## src/rtl/sprite_linebuf_shifter.sv

```systemverilog
// Sprite line-buffer shifter: serialises four 8-bit bitplanes into a double-buffered
// 2x256x4 line buffer and reads/clears the opposite bank out to video.
module sprite_linebuf_shifter (
    input  logic        clk,
    input  logic        Reset_n,
    input  logic        Cen,
    input  logic        PLOAD_RSHIFTn,
    input  logic        RL_Sel,
    input  logic        AB_Sel,
    input  logic        VLK,
    input  logic        G15_CE,
    input  logic [31:0] PIX_DATA,
    input  logic [7:0]  XPOS,
    input  logic [7:0]  HCNT,
    output logic [3:0]  PIX_OUT,
    output logic        SR_EMPTY
);

    localparam int unsigned NUM_BANKS   = 2;
    localparam int unsigned BANK_DEPTH  = 256;
    localparam logic [3:0]  SPRITE_PIXELS = 4'd8;

    typedef enum logic [1:0] {
        OP_IDLE,
        OP_LOAD,
        OP_SHIFT
    } op_e;

    logic            last_cen_q, last_cen_d;
    logic [3:0][7:0] plane_q, plane_d;
    logic [7:0]      waddr_q, waddr_d;
    logic [3:0]      cnt_q, cnt_d;
    logic            sr_empty_q, sr_empty_d;
    logic [3:0]      pix_out_q, pix_out_d;

    logic            tick;
    op_e             op;
    logic [3:0]      shift_pix;
    logic            wr_en;
    logic [3:0]      bank_rdata [NUM_BANKS];
    logic [3:0]      rd_data;

    // Ticks are suppressed while in reset so an abandoned sprite cannot write.
    assign tick = Cen & ~last_cen_q & Reset_n;

    assign shift_pix = RL_Sel ? {plane_q[3][0], plane_q[2][0], plane_q[1][0], plane_q[0][0]}
                              : {plane_q[3][7], plane_q[2][7], plane_q[1][7], plane_q[0][7]};

    assign rd_data = bank_rdata[!AB_Sel];

    always_comb begin
        // NOTE: every always_comb output gets a default first so no path infers a latch.
        last_cen_d = Cen;
        plane_d    = plane_q;
        waddr_d    = waddr_q;
        cnt_d      = cnt_q;
        sr_empty_d = sr_empty_q;
        pix_out_d  = pix_out_q;
        op         = OP_IDLE;
        wr_en      = 1'b0;

        if (tick) begin
            if (!PLOAD_RSHIFTn) begin
                op = OP_LOAD;
            end else if (cnt_q != 4'd0) begin
                op = OP_SHIFT;
            end
            pix_out_d = rd_data;
        end

        case (op)
            OP_LOAD: begin
                plane_d    = PIX_DATA;
                waddr_d    = XPOS;
                cnt_d      = SPRITE_PIXELS;
                sr_empty_d = 1'b0;
            end
            OP_SHIFT: begin
                wr_en = (shift_pix != 4'd0) && VLK;
                for (int p = 0; p < 4; p++) begin
                    plane_d[p] = RL_Sel ? (plane_q[p] >> 1) : (plane_q[p] << 1);
                end
                cnt_d = cnt_q - 4'd1;
                if (cnt_q == 4'd1) begin
                    sr_empty_d = 1'b1;
                end
                if (G15_CE) begin
                    waddr_d = waddr_q + 8'd1;
                end
            end
            default: ;
        endcase
    end

    // NOTE: synchronous reset, and all sequential state uses non-blocking assignments.
    always_ff @(posedge clk) begin
        if (!Reset_n) begin
            last_cen_q <= 1'b1;
            plane_q    <= '0;
            waddr_q    <= 8'd0;
            cnt_q      <= 4'd0;
            sr_empty_q <= 1'b1;
            pix_out_q  <= 4'd0;
        end else begin
            last_cen_q <= last_cen_d;
            plane_q    <= plane_d;
            waddr_q    <= waddr_d;
            cnt_q      <= cnt_d;
            sr_empty_q <= sr_empty_d;
            pix_out_q  <= pix_out_d;
        end
    end

    // Each bank is either the write bank or the read/clear bank on a tick, never both,
    // so a single address/data port per bank serves both roles.
    for (genvar b = 0; b < NUM_BANKS; b++) begin : g_bank
        logic [3:0] mem [BANK_DEPTH];
        logic       is_wr_bank;
        logic [7:0] addr;
        logic [3:0] wdata;
        logic       we;

        assign is_wr_bank = (AB_Sel == 1'(b));
        assign addr       = is_wr_bank ? waddr_q : HCNT;
        assign wdata      = is_wr_bank ? shift_pix : 4'd0;
        assign we         = tick & (is_wr_bank ? wr_en : 1'b1);
        assign bank_rdata[b] = mem[HCNT];

        // NOTE: the buffer is deliberately not reset; a full read-out pass clears it.
        always_ff @(posedge clk) begin
            if (we) begin
                mem[addr] <= wdata;
            end
        end
    end

    assign PIX_OUT  = pix_out_q;
    assign SR_EMPTY = sr_empty_q;

endmodule

```

## config.mk

```make
export PLATFORM = sky130hd
export DESIGN_NAME = sprite_linebuf_shifter
export DESIGN_NICKNAME = d
export VERILOG_FILES = /design/src/rtl/sprite_linebuf_shifter.sv
export SDC_FILE = /design/constraint.sdc
export NUM_CORES = 2
export LEC_CHECK = 0
export BUFFER_PORTS_ARGS = -buffer_cell sky130_fd_sc_hd__buf_2
export CAP_MARGIN = 0
export CORE_AREA = 2 2 378 380
export CTS_CLUSTER_SIZE = 24
export DETAILED_ROUTE_END_ITERATION = 7
export DIE_AREA = 0 0 380 382
export GPL_TIMING_DRIVEN = 1
export PLACE_DENSITY_LB_ADDON = 0.3
export SYNTH_ARGS = -nofsm -noshare
export SYNTH_HDL_FRONTEND = slang
export SYNTH_SLANG_ARGS = --single-unit
```

## constraint.sdc

```tcl
create_clock -name clk -period 24.3 [get_ports clk]
set_input_delay 2.43 -clock clk [delete_from_list [all_inputs] [get_ports clk]]
set_output_delay 2.43 -clock clk [all_outputs]
set_load 0.05 [all_outputs]
```

Word level (Yosys, flattened, before mapping) --
Memory sizes are Yosys's and may differ from the RTL's. Index checks and enable logic that the tools add are counted.
Operators by class: order comparisons 1, bitwise operators 6, equality and inequality tests 5, reductions and logical operators 7, muxes and demuxes 28, add/subtract/negate cells 2
Operators by type and width (count):
- $pmux W32 S2 | 1
- $mux W8 | 7
- $mux W4 | 6
- $pmux W8 S2 | 1
- $add A8 B1 Y8 const B | 1
- $mux W1 | 8
- $pmux W4 S2 | 1
- $reduce_bool A4 Y1 | 2
- $mux W2 | 3
- $and A1 B1 Y1 | 4
- $eq A4 B1 Y1 const B | 1
- $ne A2 B2 Y1 const B | 2
- $reduce_and A2 Y1 | 2
- $sub A4 B1 Y4 const B | 1
- $eq A2 B1 Y1 const B | 1
- $eq A2 B2 Y1 const B | 1
- $ge A2 B2 Y1 const B | 1
- $not A1 Y2 | 1
- $pmux W1 S2 | 1
- $reduce_bool A2 Y1 | 1
- $logic_and A1 B1 Y1 | 1
- $logic_not A1 Y1 | 1
- $not A1 Y1 | 1
Storage, ports and cells: input port bits 56, RAM bits 2048, memories 2, word-level logic and storage cells 60, bits in registers 50
Memories:
- g_bank[0].mem | words 256, width 4, read ports 1, clocked after memory_dff 0, write ports 1, line 117 | logic [3:0] mem [BANK_DEPTH];
- g_bank[1].mem | words 256, width 4, read ports 1, clocked after memory_dff 0, write ports 1, line 117

Logic depth before layout (Yosys ltp) --
word-level depth 10, depth in mapped cells 14, mapped depth without buffers 9

Worst setup path before layout --
No wires, ideal clock.
kind input-to-reg, start point input port RL_Sel, end point memory g_bank[0].mem[0][0], data pin, buffers on the path 2, path slack 13.799 ns, arrival time 9.110 ns, data required time 22.909 ns, cell stages on the path 4, path through clkbuf_1 clkbuf_1 mux2i_1 nor2_1
Between the ends: word-level cells in the longest chain between the ends 2
Ends and longest elaborated chain:
- start, declared | line 8 | input logic RL_Sel,
- $mux W4 | line 46 | assign shift_pix = RL_Sel ? {plane_q[3][0], plane_q[2][0], plane_q[1][0], plane_q[0][0]}
- $mux W4 | line 125 | assign wdata = is_wr_bank ? shift_pix : 4'd0;
- via g_bank[0].wdata[0] | line 120 | logic [3:0] wdata;
- end, declared | line 117
The timed path passes the listed nets, and every way through them passes these cells.

Final worst setup path --
start point input port HCNT[0], end point register pix_out_q[0] (netlist: PIX_OUT[0])
Between the ends: word-level cells in the longest chain between the ends 4, elaborated cells between the ends (all ways) 5
Ends and longest elaborated chain:
- start, declared | line 14 | input logic [7:0] HCNT,
- $mem_v2 Z256 W4
- $mux W4 (not written as such) (*) (3 in series) | line 49 | assign rd_data = bank_rdata[!AB_Sel];
- end signal, assigned | line 110 | pix_out_q <= pix_out_d;
- end, declared | line 34 | logic [3:0] pix_out_q, pix_out_d;
Mark *: on every way between the ends. The rest lies on a longest branch, timed or not. The select of a mux whose other input is x is not followed. A chain may end at the register's enable or synchronous reset.

==> metrics.cfg <==
[global_route]
grt-ovfl-total=0
grt_max_degree=257
grt_pass1_wl_um=316000
grt_pass1_vias=44993
grtUsageTotal_pct=30.3
antenna_found_initial=8

[synthesis]
synthesis.area_um2=84300
synth_nets=4590
synth_cell_types=74
synthMuxAreaShare_pct=15.3
synth_fa_ha_area_share_pct=0.0446
synth_area_leaders=edfxtp_1 (73%), mux4_2 (14%), nor2_1 (2.7%)
synth.avg_cell_area_um2=18.6
synth_top_family_by_area=multiplexers
yosysWarnings=0
synth_top_flop_cell=edfxtp_1
yosysTopAreaCell=edfxtp_1
synth-edff-count=2048
async_reset_ff_share_pct=0
synth_xor_area_share_pct=0.0208
yosysSeqAreaShare_pct=74.2
synth_seq_cells=2098
synth_cells=4531
yosys.area.top_type_share_pct=73.0
synth-compound-area-share_pct=2.74
yosys.area_share.simple_pct=5.69

[placed_design]
pre_cts_slack_ps=16760
post-dp-hpwl_um=131000
routabilityCongestion=0.899
io_buffers=60

[cts]
clk_path_buf_depth=3
cts_hold_buf=0
cts_tree=yes
cts.sinks=2098
cts_root_buffer=clkbuf_16
cts_buffers=192
insertion_delay_ps=820
postCtsSetupRepairBufs=0
cts_resized=0
path_clk_slew_ps=60
htreeDepth=4

[floorplanning]
io-pin-count=61
num_rows=138
die_h_um=382
die_area_um2=145000
initial_utilization_pct=59.8
die_width_um=380
core_um2=141000

[critical_path]
critPathLaunchType=input pin
cp-startpoint=HCNT[0]
reg2reg_depth=4
r2r-end=g_bank[1].mem[191][2]$_DFFE_PP_
crit_path_end_kind=flop
worstPathRequired_ps=25030
worst-setup-path-type=in -> reg
crit_fanout=66
critPathArrivalTime_ps=7430
reg2reg_from=plane_q[23]$_SDFFE_PN0P_
reg2reg_slack_ps=20440
endpoint=PIX_OUT[0]$_SDFFE_PN0N_

[sta]
setup_viol=0
worst_pin_slew_ps=1410
period_needed_ps=6700
setup_tns_ps=0
fmax_mhz=149
rsz0062_at_grt=no
max-slew-margin-rel_pct=4.69
finalMaxSlewViolations=0
fin_ws_ps=17600
clock_skew_ps=28.2
finalCritPeriodShare_pct=27.6
finalHoldViolations=0

[routing]
drc_errors=0
drtAntennaViolNets=0
wl_per_cell_um=32.8
routed_wl_um=218000
viasPerCell=6.85
vias=45517
drt-initial-drc-count=7050
dr.pass1.iters=7

[pwr]
vdd_drop_max_v=0.0000832
switching_share_pct=20.4
netSwitchingPower_uw=1460
power.leakage_uw=0.0329
pwr_density_cell_nw_per_um2=77.2
seq_power_share_pct=55.0
internal_power_uw=5670
clkPwrFrac_pct=41.5
share_comb_of_total_power_pct=3.4

[final_layout]
final_nets=4647
final_layout_size_suffix_gt1_share_pct=20.8
multi_input_area_um2=20200
register_area_um2=62500
syn2layout_area_growth_pct=9.60
fill_cells=9035

[run]
cap_violations=0

[status]
outcome=completed

[worst_hold_path]
hold_class=reg -> reg

power by group through the flow:
stage,clock network [µW],logic [µW],registers (µW)
6_report,2960,245,3920
5_1_grt,3110,252,3920
4_1_cts,2970,240,3920
3_5_place_dp,0,239,4000
3_3_place_gp,0,238,4000
2_1_floorplan,0,155,4000
routing by layer:
layer | up-vias | wire length [µm] | track usage [%]
met4 | 8 | 9070 | 12.0
met3 | 533 | 29800 | 9.25
met1 | 23488 | 80600 | 43.6
li1 | 18320 | - | -
met2 | 3168 | 98500 | 44.2
met5 | - | 54 | 0
cell type report:
| cell class | instances | area share (%) |
|---|---|---|
| tap | 1890 | 2.56 |
| sequential | 2098 | 67.7 |
| multi-input combinational | 2129 | 21.9 |
| timing repair buffer | 154 | 1.21 |
| clock inverter | 90 | 0.808 |
| antenna | 6 | 0.0163 |
| inverter | 13 | 0.0569 |
| clock buffer | 264 | 5.81 |
layout by cell type, fill, tap and decap left out, types with 30 or more instances in the layout:
| cell | count |
|---|---|
| edfxtp_1 | 2048 |
| clkinv_2 | 30 |
| clkinv_1 | 43 |
| mux4_2 | 511 |
| a211oi_1 | 36 |
| nor2b_1 | 41 |
| nor2_1 | 586 |
| buf_2 | 55 |
| dfxtp_1 | 50 |
| a21oi_1 | 60 |
| a311oi_1 | 40 |
| nor3_1 | 30 |
| clkbuf_1 | 48 |
| nand3_1 | 66 |
| buf_4 | 90 |
| mux2i_1 | 118 |
| nand2_1 | 305 |
| o21ai_0 | 46 |
| clkbuf_16 | 202 |
critical path: stages:
cell and delay, ps:
buf_8 520, buf_4 760, buf_4 830, nor2b_1 340
a22oi_1 250, nand3_1 170, a31oi_1 700, nand4_1 170
a211oi_1 600, a211oi_1 230, o21ai_1 240
sequential cells by signal (all words and copies together) (netlist names):
register / cells
g_bank.mem: 2048
plane_q: 32
waddr_q: 8
PIX_OUT: 4
cnt_q: 4
SR_EMPTY: 1
last_cen_q: 1
cell usage after synthesis, types with 5 or more instances:
library cell / n
a2111oi_0: 8
a211oi_1: 36
a21oi_1: 60
a22oi_1: 16
a311oi_1: 40
a31oi_1: 24
a32oi_1: 6
and2_1: 14
and3_1: 18
buf_1: 15
buf_2: 78
buf_4: 30
buf_6: 39
clkbuf_1: 125
dfxtp_1: 50
edfxtp_1: 2048
inv_1: 10
mux2_2: 19
mux2i_1: 118
mux4_2: 511
nand2_1: 317
nand2b_1: 11
nand3_1: 68
nand3b_1: 8
nand4_1: 15
nor2_1: 596
nor2b_1: 41
nor3_1: 30
nor4_1: 5
o21ai_0: 46
o221ai_1: 25
o22ai_1: 25
per-stage QoR:
| stage | total power [µW] | std cells | hold slack (ps) | util [%] | cell area (µm²) |
|---|---|---|---|---|---|
| finish | 7130 | 6644 | 509 | 65.5 | 92300 |
| global route | 7280 | 6638 | 532 | 65.5 | 92300 |
| CTS | 7130 | 6638 | 503 | 65.5 | 92300 |
| detailed placement | 4240 | 6284 | 487 | 61.2 | 86200 |
| global placement | 4240 | 6284 | 479 | 61.2 | 86200 |
| floorplan | 4160 | 4531 | 474 | - | 84300 |
how the worst min path moves through the flow:
stage	from	endpoint	slack (ps)	cells past startpoint
2_1_floorplan	plane_q[17]$_SDFFE_PN0P_	plane_q[17]$_SDFFE_PN0P_	470	2
3_3_place_gp	SR_EMPTY$_SDFFE_PN1P_	SR_EMPTY$_SDFFE_PN1P_	480	2
3_5_place_dp	SR_EMPTY$_SDFFE_PN1P_	SR_EMPTY$_SDFFE_PN1P_	490	2
4_1_cts	SR_EMPTY$_SDFFE_PN1P_	SR_EMPTY$_SDFFE_PN1P_	500	2
5_1_grt	plane_q[26]$_SDFFE_PN0P_	plane_q[26]$_SDFFE_PN0P_	530	2
6_report	plane_q[26]$_SDFFE_PN0P_	plane_q[26]$_SDFFE_PN0P_	510	2
cells by family (layout without fill, tap and decap cells):
| kind of cell | count (synthesis) | count (layout) |
|---|---|---|
| flip-flops | 2098 | 2098 |
| AND/OR/NAND/NOR | 1145 | 1145 |
| other | 0 | 6 |
| AO/OA/AOI/OAI | 331 | 331 |
| XOR/XNOR | 2 | 2 |
| buffers and inverters | 304 | 521 |
| multiplexers | 648 | 648 |
| adder cells (fa/ha/maj) | 3 | 3 |
No activity file was read; power rests on OpenSTA's default activity.
